===== src/rtl/sync_fifo_ctl.sv =====
// Single-clock FIFO with registered or first-word-fall-through read, fill count,
// almost-full/almost-empty thresholds, synchronous flush and overflow/underflow pulses.
module sync_fifo_ctl #(
    parameter int FIFO_WIDTH = 8,
    parameter int FIFO_DEPTH = 16,
    parameter int FWFT       = 0,
    parameter int AF_LEVEL   = FIFO_DEPTH - 2,
    parameter int AE_LEVEL   = 2,
    parameter int PTR_W      = $clog2(FIFO_DEPTH)
) (
    input  logic                  CLK,
    input  logic                  rst_n,
    input  logic                  Clr,
    input  logic [FIFO_WIDTH-1:0] Data_in,
    input  logic                  Wr_Req,
    input  logic                  Rd_Req,
    output logic [FIFO_WIDTH-1:0] Data_out,
    output logic                  Rd_Valid,
    output logic                  Full,
    output logic                  Empty,
    output logic                  Almost_Full,
    output logic                  Almost_Empty,
    output logic [PTR_W:0]        Count,
    output logic                  Overflow,
    output logic                  Underflow
);

    localparam logic [PTR_W:0] DEPTH_C = (PTR_W + 1)'(FIFO_DEPTH);
    localparam logic [PTR_W:0] AF_C    = (PTR_W + 1)'(AF_LEVEL);
    localparam logic [PTR_W:0] AE_C    = (PTR_W + 1)'(AE_LEVEL);
    localparam logic [PTR_W:0] PTR_ONE = (PTR_W + 1)'(1);

    logic [FIFO_WIDTH-1:0] mem [FIFO_DEPTH];
    logic [PTR_W:0]        wptr;
    logic [PTR_W:0]        rptr;
    logic [PTR_W:0]        count_q;
    logic                  ovf_q;
    logic                  unf_q;
    logic                  rd_ok;
    logic                  wr_ok;
    logic                  rd_en;
    logic                  wr_en;

    // A full FIFO still takes a write when a read frees a slot in the same cycle.
    assign rd_ok = Rd_Req & ~Empty;
    assign wr_ok = Wr_Req & (~Full | rd_ok);
    assign rd_en = rd_ok & ~Clr;
    assign wr_en = wr_ok & ~Clr;

    assign Count        = count_q;
    assign Full         = (count_q == DEPTH_C);
    assign Empty        = (count_q == '0);
    assign Almost_Full  = (count_q >= AF_C);
    assign Almost_Empty = (count_q <= AE_C);
    assign Overflow     = ovf_q;
    assign Underflow    = unf_q;

    always_ff @(posedge CLK) begin
        if (wr_en) begin
            mem[wptr[PTR_W-1:0]] <= Data_in;
        end
    end

    always_ff @(posedge CLK or negedge rst_n) begin
        if (!rst_n) begin
            wptr    <= '0;
            rptr    <= '0;
            count_q <= '0;
        end else if (Clr) begin
            wptr    <= '0;
            rptr    <= '0;
            count_q <= '0;
        end else begin
            if (wr_en) begin
                wptr <= wptr + PTR_ONE;
            end
            if (rd_en) begin
                rptr <= rptr + PTR_ONE;
            end
            case ({wr_en, rd_en})
                2'b10:   count_q <= count_q + PTR_ONE;
                2'b01:   count_q <= count_q - PTR_ONE;
                default: count_q <= count_q;
            endcase
        end
    end

    // Error pulses report the request of the previous cycle; a flush masks them.
    always_ff @(posedge CLK or negedge rst_n) begin
        if (!rst_n) begin
            ovf_q <= 1'b0;
            unf_q <= 1'b0;
        end else begin
            ovf_q <= Wr_Req & ~wr_ok & ~Clr;
            unf_q <= Rd_Req & ~rd_ok & ~Clr;
        end
    end

    generate
        if (FWFT != 0) begin : g_fwft
            assign Data_out = Empty ? '0 : mem[rptr[PTR_W-1:0]];
            assign Rd_Valid = ~Empty;
        end else begin : g_reg
            logic [FIFO_WIDTH-1:0] dout_q;
            logic                  valid_q;

            // Data_out keeps the last popped word until the next accepted read.
            always_ff @(posedge CLK or negedge rst_n) begin
                if (!rst_n) begin
                    dout_q  <= '0;
                    valid_q <= 1'b0;
                end else if (Clr) begin
                    valid_q <= 1'b0;
                end else begin
                    valid_q <= rd_ok;
                    if (rd_ok) begin
                        dout_q <= mem[rptr[PTR_W-1:0]];
                    end
                end
            end

            assign Data_out = dout_q;
            assign Rd_Valid = valid_q;
        end
    endgenerate

endmodule

===== config.mk =====
export PLATFORM = sky130hd
export DESIGN_NAME = sync_fifo_ctl
export DESIGN_NICKNAME = d
export VERILOG_FILES = /design/src/rtl/sync_fifo_ctl.sv
export SDC_FILE = /design/constraint.sdc
export NUM_CORES = 1
export LEC_CHECK = 0
export BUFFER_PORTS_ARGS = -buffer_cell sky130_fd_sc_hd__buf_4
export CORE_UTILIZATION = 54
export CTS_CLUSTER_SIZE = 20
export DETAILED_ROUTE_END_ITERATION = 8
export HOLD_SLACK_MARGIN = 0.08
export PLACE_DENSITY_LB_ADDON = 0.12
export SYNTH_ARGS = -nofsm -noshare
export SYNTH_HDL_FRONTEND = slang
export SYNTH_SLANG_ARGS = --single-unit

===== constraint.sdc =====
create_clock -name CLK -period 2.55 [get_ports CLK]
set_clock_uncertainty 0.15 [all_clocks]
set_input_delay 0.3825 -clock CLK [delete_from_list [all_inputs] [get_ports CLK]]
set_output_delay 0.3825 -clock CLK [all_outputs]
set_load 0.01 [all_outputs]

==> impl_metrics.yaml, run 1 <==
logic_synthesis:
  synth_edf_count: 128
  synth_top_cell_area_share_pct: 62.0
  synth.most_common_cell: "edfxtp_1"
  synthCells: 341
  netlist_area_mm2: 0.00620
  ys_warn_count: 0
  syn_nets: 361
  ys_async_sr_fraction_pct: 15.8
  synth.distinct_cells: 39
  synth-main-ff-cell: "edfxtp_1"
  syn_avg_cell_area_um2: 18.2
  synth_common_cells: "edfxtp_1 (128), mux4_2 (32), dfrtp_1 (24)"
  synth_top_area_cell: "edfxtp_1"
  ys_ff_latch: 152
  synth.area.top_cells: "edfxtp_1 (62%), mux4_2 (12%), dfrtp_1 (9.7%)"
  ys_seq_area_share_pct: 71.7
worst_setup_path:
  start_kind: "flop"
  path_common_cell: "o21ai_2"
  reg2regPathDepth: 8
  startpoint: "Count[1]"
  crit_path_max_incr_delay_ps: 540
  worstPathCellList: "or4_4, o21ai_2, xnor2_1, ha_1, o31a_1, nor3_1, o21ai_2, mux2i_1"
  worst_r2r_endpoint: "Count[4]"
  arrival_ps: 2500
  crit_fanout: 4
  reg2reg_slack_ps: 180
  criticalPathCategory: "flop to flop"
  cp_slowest_cell: "or4_4"
  crit_path_end_kind: "flop"
  required_ps: 2680
  r2r-start: "Count[1]"
floorplanning:
  die_width_um: 109
  rows: 38
  fp.coreArea_mm2: 0.0110
  die_h_um: 109
  start_util_pct: 56.2
  die_area_mm2: 0.0119
  io_pins: 33
timing:
  setup_viol: 0
  rsz0062_at_grt: "false"
  fin_crit_sh_pct: 92.8
  fin_tns_setup_ps: 0
  slew_headroom_pct: 63.6
  fmax_mhz: 423
  hold_violations: 0
  tightest_slew_ps: 546
  slew_violations: 0
  fin_crit_ps: 2370
finish:
  final_nets: 425
  drive_gt1_share_pct: 31.6
  syn_to_final_growth_pct: 18.6
  diodes: 0
  layout.cells.non_filler: 558
global_routing:
  grt_max_degree: 35
  grt_usage_pct: 23.6
  antenna_found_initial: 0
  grt_pass1_wl_mm: 19.5
  gr-total-overflow: 0
  grt_pass1_vias: 3350
detailed_routing:
  viasPerCell: 5.86
  dr_wl_met3_um: 772
  drt-total-wl_mm: 12.4
  drtAntennaViolNets: 0
  wl_per_cell_um: 22.2
  wl_met1_mm: 5.39
  drc: 0
  drt_iter0_markers: 299
  dr.max_layer_used: "met4"
  vias: 3271
  wl_met2_mm: 6.06
  firstDrtPassIters: 4
clock_network:
  clk_pin_slew_ps: 60
  clkSinkCount: 152
  cts_root_buf: "clkbuf_16"
  worst_skew_pair.late_latency_ps: 410
  cts_tree: "built"
  cts_made_buffers: 17
  ctsHtreeMaxLevel: 4
  clockBufferDepth: 2
worst_hold_path:
  hp-start: "Data_in[7]"
  hold_path_class: "primary input to flop"
  hold_end: "mem[12][7]"
  hold_path_depth: 1
run:
  maxCapViolCount: 0
power:
  vdd_drop_max_mv: 0.518
  p_leak_uw: 0.00257
  power_density_mw_per_mm2: 915
placement:
  gp_congestion: 0.861
  port_buffers: 32
  dpl.hpwl_mm: 7.59
  place_inst: 525
status:
  status: "finished clean"
[metal layers]
metal / vias up / global-route usage [%]
met4: 0 / 10.2
met1: 1678 / 33.4
met5: - / 0
met3: 14 / 4.42
met2: 115 / 35.9
li1: 1464 / -
[cell type report]
class                           instances  area [um2]
Sequential cell                       152        4440
Fill cell                             762        3680
Tap cell                              140         175
Clock buffer                           19         433
Multi-Input combinational cell        163        1640
Clock inverter                         13         131
Timing Repair Buffer                   65         503
Inverter                                6        22.5
[state kept, by name (all words and copies together), names as in the netlist]
register	count
Rd_Valid	1
Underflow	1
Overflow	1
wptr	4
Data_out	8
rptr	4
mem	128
Count	5
[per-stage QoR]
| stage | area, um2 | total power, uW | utilization, % | hold WS, ps | worst slack (ps) |
|---|---|---|---|---|---|
| 4_1_cts | 7340 | 6790 | 66.6 | 116 | 128 |
| 5_1_grt | 7350 | 7020 | 66.6 | 135 | 23.9 |
| 6_report | 7350 | 6720 | 66.6 | 133 | 185 |
| 2_1_floorplan | 6200 | 3850 | - | -63.1 | 7.62 |
| 3_3_place_gp | 6770 | 4380 | 61.4 | 152 | 182 |
| 3_5_place_dp | 6770 | 4410 | 61.4 | 166 | 140 |
[power by group]
| group | switching, uW | internal, uW |
|---|---|---|
| logic | 739 | 713 |
| clock network | 944 | 1430 |
| registers | 79.0 | 2820 |
[layout by cell type (no fill, tap or decap), types with 2 or more instances in the layout]
cell type	netlist	layout
clkbuf_16	0	17
nand2b_1	9	9
o221ai_1	8	8
clkbuf_1	9	2
nor3b_1	2	2
inv_1	6	6
buf_4	1	63
o21ai_0	2	2
mux4_2	32	32
a21oi_1	6	6
o21ai_2	1	2
nor3_1	5	5
nand3_1	6	6
dfrtp_1	24	24
nor2_1	20	20
nand2_1	20	20
xor2_1	4	4
clkinv_2	0	2
edfxtp_1	128	128
xnor2_1	4	4
ha_1	7	7
mux2i_1	20	20
clkinvlp_4	0	6
bufinv_16	0	2
or3_1	2	2
clkinv_1	0	2
[logic make-up after synthesis]
group / count (synthesis) / synth area share [%]
xor gates and xnor gates: 8 / 1.13
muxes: 53 / 15.0
DFF: 152 / 71.7
and+or+nand+nor: 71 / 5.69
buffers and inverters: 26 / 1.90
AOI/OAI and AO/OA: 24 / 3.09
adders and majority gates: 7 / 1.41
[worst max-delay path by stage]
stage	to	slack, ps	cells past startpoint
after floorplan	Count[4]	8	9
after global placement	Count[4]	180	8
after detailed placement	Count[4]	140	8
after CTS	Count[4]	130	8
after global routing	Count[4]	20	8
final	Count[4]	180	8
[worst max-delay path, delay by kind of cell (launching register included)]
family / cells / cell delay (ps)
and+or+nand+nor: 2 / 720
AOI/OAI and AO/OA: 3 / 530
DFF: 1 / 370
adders and majority gates: 1 / 220
muxes: 1 / 140
xor gates and xnor gates: 1 / 90
[repair_timing]
item                                    4_1_cts  5_1_grt
endpoints found under the setup margin        0        1
buffers inserted                              0        0
hold buffers                                  1        0
hold endpoints to repair                     24        0
resized for setup                             0        1
Power figures use the tool's default switching activity.
==> inputs of run 2 (changes only) <==
- BUFFER_PORTS_ARGS: -buffer_cell sky130_fd_sc_hd__buf_4 -> -buffer_cell sky130_fd_sc_hd__buf_2
- CORE_ASPECT_RATIO: not set -> 1.75
- CTS_CLUSTER_SIZE: 20 -> 8
==> run 2 against run 1 <==
Compared with the run above:
- first-iteration DRC count decreased by 46%
- routed wire length is 0.36% lower
- non-clock buffer count unchanged
- critical path depth fell by 3
- worst setup slack gained 20 ps
- sequential power about the same
- power down 1.7%
- sequential share of layout area rose by 0.61 points
- critical path type is now flop to output pin
- critical endpoint is now Empty
==> impl_metrics.yaml, run 2 (synthesized netlist as in run 1, its figures left out) <==
placement:
  gp_congestion: 0.790
  placed_area_mm2: 0.00670
  dpl.hpwl_mm: 8.45
  port_buffers: 32
clock_network:
  clockBufferDepth: 2
  worst_skew_pair.late_latency_ps: 410
  ctsHtreeMaxLevel: 4
  cts_root_buf: "clkbuf_16"
  clk_pin_slew_ps: 60
  cts_made_buffers: 17
  clkSinkCount: 152
  cts_tree: "built"
finish:
  drive_gt1_share_pct: 31.8
  diodes: 0
  fin_util_pct: 65.1
  final_nets: 425
  final_area_mm2: 0.00727
  mostFrequentLayoutCells: "edfxtp_1 (128), mux4_2 (32), buf_2 (32)"
  layout_commonest_cell: "edfxtp_1"
  largest_reg_flops: 128
  syn_to_final_growth_pct: 17.4
timing:
  fin_crit_ps: 2350
  fin_crit_sh_pct: 92.0
  fmax_mhz: 426
  setup_viol: 0
  tightest_slew_ps: 547
  hold_violations: 0
  fin_tns_setup_ps: 0
  slew_violations: 0
  rsz0062_at_grt: "false"
  slew_headroom_pct: 63.5
detailed_routing:
  drt_iter0_markers: 160
  dr_wl_met3_um: 443
  vias: 3246
  firstDrtPassIters: 4
  wl_per_cell_um: 22.5
  drc: 0
  drtAntennaViolNets: 0
  wl_met2_mm: 7.01
  wl_met1_mm: 4.58
  dr.max_layer_used: "met4"
  drt-total-wl_mm: 12.4
  viasPerCell: 5.90
worst_setup_path:
  r2r-start: "Count[1]"
  criticalPathCategory: "flop to output pin"
  required_ps: 2020
  crit_fanout: 8
  crit_path_end_kind: "output pin"
  start_kind: "flop"
  startpoint: "Count[1]"
  arrival_ps: 1810
status:
  status: "finished clean"
power:
  p_leak_uw: 0.00256
  power_density_mw_per_mm2: 908
  vdd_drop_max_mv: 0.703
worst_hold_path:
  hold_path_class: "primary input to flop"
  hp-start: "Rd_Req"
global_routing:
  grt_usage_pct: 23.0
  gr-total-overflow: 0
  grt_max_degree: 29
  grt_pass1_wl_mm: 19.7
  antenna_found_initial: 0
  grt_pass1_vias: 3444
floorplanning:
  die_h_um: 144
  fp.coreArea_mm2: 0.0112
  io_pins: 33
  die_area_mm2: 0.0119
  die_width_um: 83.0
  start_util_pct: 55.5
  rows: 51
run:
  maxCapViolCount: 0
==> run 2: changes by cell type in the layout (fill, tap and decap cells not counted), sizes merged <==
| cell | before | now |
|---|---|---|
| clkinv | 5 | 4 |
| clkinvlp | 6 | 4 |
| inv | 6 | 10 |
| bufinv | 2 | 1 |
==> run 2: per-layer routing <==
layer,vias up,track usage [%]
met1,1662,25.9
met4,0,10.2
met3,24,4.54
met2,90,42.0
met5,-,0
li1,1470,-
==> run 2: power breakdown <==
group          switching, uW  internal, uW
sequential              84.2          2820
combinational            734           659
clock                    963          1350
==> run 2: worst paths after layout <==
check | to | slack (ps) | cells after the start
worst min register to register | Data_out[5] | 340 | 2
worst max register to register | Count[4] | 220 | 8
worst max-delay path | Empty | 200 | 5
min in group asynchronous | wptr[3] | 340 | 2
max in group asynchronous | Count[1] | 1550 | 2
worst min-delay path | Underflow | 160 | 3
==> run 2: layout make-up <==
cell class,instances,area [um2]
fillers,776,3890
clock buffers,19,433
repair buffers,65,448
flip-flops and latches,152,4440
clock inverters,13,120
well taps,132,165
inverters,6,22.5
multi-input cells,163,1640
==> run 2: timing repair <==
item                       in CTS  in global routing
hold endpoints to repair       24                  0
buffers inserted                0                  0
gates resized for setup         0                  2
setup endpoints to repair       0                  2
hold buffers                    1                  0
==> run 2: worst max-delay path, cell delays in order (launching register included) <==
cell and delay (ps):
dfrtp_1 380, buf_4 170, nor4_2 430, nand2b_2 200, inv_1 110, buf_2 140
==> run 2: stage by stage <==
step           setup slack [ps]  hold slack, ps  std cells  power [uW]
4_1_cts                     129             145        550        6660
2_1_floorplan              7.62           -63.1        341        3850
5_1_grt                    8.53             174        550        6890
3_5_place_dp                131             254        517        4340
6_report                    205             160        550        6610
3_3_place_gp                143             256        517        4320
==> inputs of run 3 (changes only) <==
- SETUP_SLACK_MARGIN: not set -> 0.4
==> run 3 against run 2 <==
Compared with the run above:
- via count grew 0.77%
- clock power grew 8%
- design area grew 3.8%
- highest routed layer unchanged
==> impl_metrics.yaml, run 3 (synthesized netlist as in run 1, its figures left out) <==
detailed_routing:
  drtAntennaViolNets: 0
  drc: 0
  firstDrtPassIters: 6
  vias: 3271
  drt_iter0_markers: 211
  viasPerCell: 5.89
  drt-total-wl_mm: 12.6
  wl_per_cell_um: 22.7
global_routing:
  grt_max_degree: 35
  grt_pass1_wl_mm: 19.8
  grt_usage_pct: 23.2
  gr-total-overflow: 0
  antenna_found_initial: 0
  grt_pass1_vias: 3512
floorplanning:
  io_pins: 33
  fp.coreArea_mm2: 0.0112
  die_h_um: 144
  die_width_um: 83.0
  rows: 51
  start_util_pct: 55.5
  die_area_mm2: 0.0119
finish:
  largest_reg_flops: 128
  diodes: 0
  fillCellCount: 754
  mostFrequentLayoutCells: "edfxtp_1 (128), mux4_2 (32), buf_2 (32)"
  syn_to_final_growth_pct: 21.9
  drive_gt1_share_pct: 38.1
  final_nets: 430
  layout.cells.non_filler: 555
  layout_commonest_cell: "edfxtp_1"
timing:
  slew_headroom_pct: 60.4
  hold_violations: 0
  fin_crit_sh_pct: 91.9
  setup_viol: 0
  fin_tns_setup_ps: 0
  fin_crit_ps: 2340
  fmax_mhz: 427
  rsz0062_at_grt: "true"
  slew_violations: 0
  tightest_slew_ps: 594
power:
  switching_share_pct: 26.4
  power.share.clock_pct: 36.0
  power_density_mw_per_mm2: 920
  intPower_uw: 5110
  p_leak_uw: 0.00267
  p_sw_uw: 1830
  vdd_drop_max_mv: 1.05
  comb_power_share_pct: 22.4
  total_power_uw: 6940
  seqPwrFrac_pct: 41.6
placement:
  dpl.hpwl_mm: 8.29
  place_inst: 512
  gp_congestion: 0.778
  port_buffers: 32
run:
  maxCapViolCount: 0
worst_setup_path:
  crit_path_max_incr_delay_ps: 560
  criticalPathCategory: "flop to flop"
  cp_slowest_cell: "or4_4"
  worstPathCellList: "or4_4, o21ai_4, xnor2_2, ha_2, o31a_1, nor3_2, o21ai_2, mux2i_1"
  start_kind: "flop"
  arrival_ps: 2470
  crit_path_end_kind: "flop"
  required_ps: 2680
  crit_fanout: 4
  path_buf_inv: 0
  cp_top_family: "simple AND/OR/NAND/NOR gates"
clock_network:
  clkSinkCount: 152
  clockBufferDepth: 2
  clk_pin_slew_ps: 60
  worst_skew_pair.late_latency_ps: 410
  ctsHtreeMaxLevel: 4
  cts_root_buf: "clkbuf_16"
  cts_tree: "built"
  cts_made_buffers: 17
worst_hold_path:
  hold_path_class: "primary input to flop"
status:
  status: "finished clean"
-- run 3: changes by cell type in the layout (fill, tap and decap cells not counted), sizes merged --
cell,change
buf,+5
bufinv,+1
clkbuf,+2
clkinvlp,-2
inv,-1
-- run 3: per-stage QoR --
stage / util (%) / worst slack [ps] / cell area [um2] / hold slack [ps]
after floorplan: - / 133 / 6290 / -63.1
after global placement: 60.6 / 265 / 6770 / 258
after detailed placement: 60.6 / 197 / 6770 / 266
after CTS: 67.0 / 221 / 7490 / 144
after global routing: 67.6 / 122 / 7550 / 163
final: 67.6 / 206 / 7550 / 165
-- run 3: per-layer routing --
metal	routed length, um	up-vias	global-route usage [%]
met5	0	-	0
met4	141	0	8.17
met3	356	11	4.19
met2	7260	60	43.7
met1	4850	1722	26.2
li1	-	1478	-
-- run 3: worst paths after layout --
path                                  start          end  slack [ps]  cells after the start
max in group asynchronous             rst_n      wptr[0]        1500                      2
worst min register to register  Data_out[4]  Data_out[4]         340                      2
worst max-delay path               Count[1]     Count[4]         210                      8
worst max register to register     Count[1]     Count[4]         210                      8
min in group asynchronous             rst_n     Rd_Valid         350                      2
worst min-delay path                 Rd_Req    Underflow         160                      3
-- run 3: tightest hold or removal path: stages --
cell,delay (ps)
buf_2,150
nand2b_1,110
nor2_1,50
-- run 3: what timing repair did --
action                     CTS  global route
resized for setup            3             9
buffers inserted             6             4
pin swaps                    5             3
hold buffers                 1             0
setup endpoints to repair   79           127
hold endpoints to repair    24             0
-- run 3: final cells by class --
cell class | instances | area (um2) | area share (%)
Clock inverter | 11 | 136 | 1.81
Inverter | 6 | 22.5 | 0.298
Multi-Input combinational cell | 163 | 1780 | 23.5
Tap cell | 132 | 165 | 2.19
Clock buffer | 21 | 470 | 6.23
Sequential cell | 152 | 4440 | 58.8
Timing Repair Buffer | 70 | 536 | 7.09
-- run 3: power by group through the flow --
| stage | Sequential [uW] | Clock (uW) | Combinational (uW) |
|---|---|---|---|
| after CTS | 2890 | 2550 | 1510 |
| after global routing | 2900 | 2640 | 1680 |
| after floorplan | 2990 | 0 | 890 |
| final | 2890 | 2500 | 1550 |
| after global placement | 2940 | 0 | 1410 |
| after detailed placement | 2940 | 0 | 1440 |
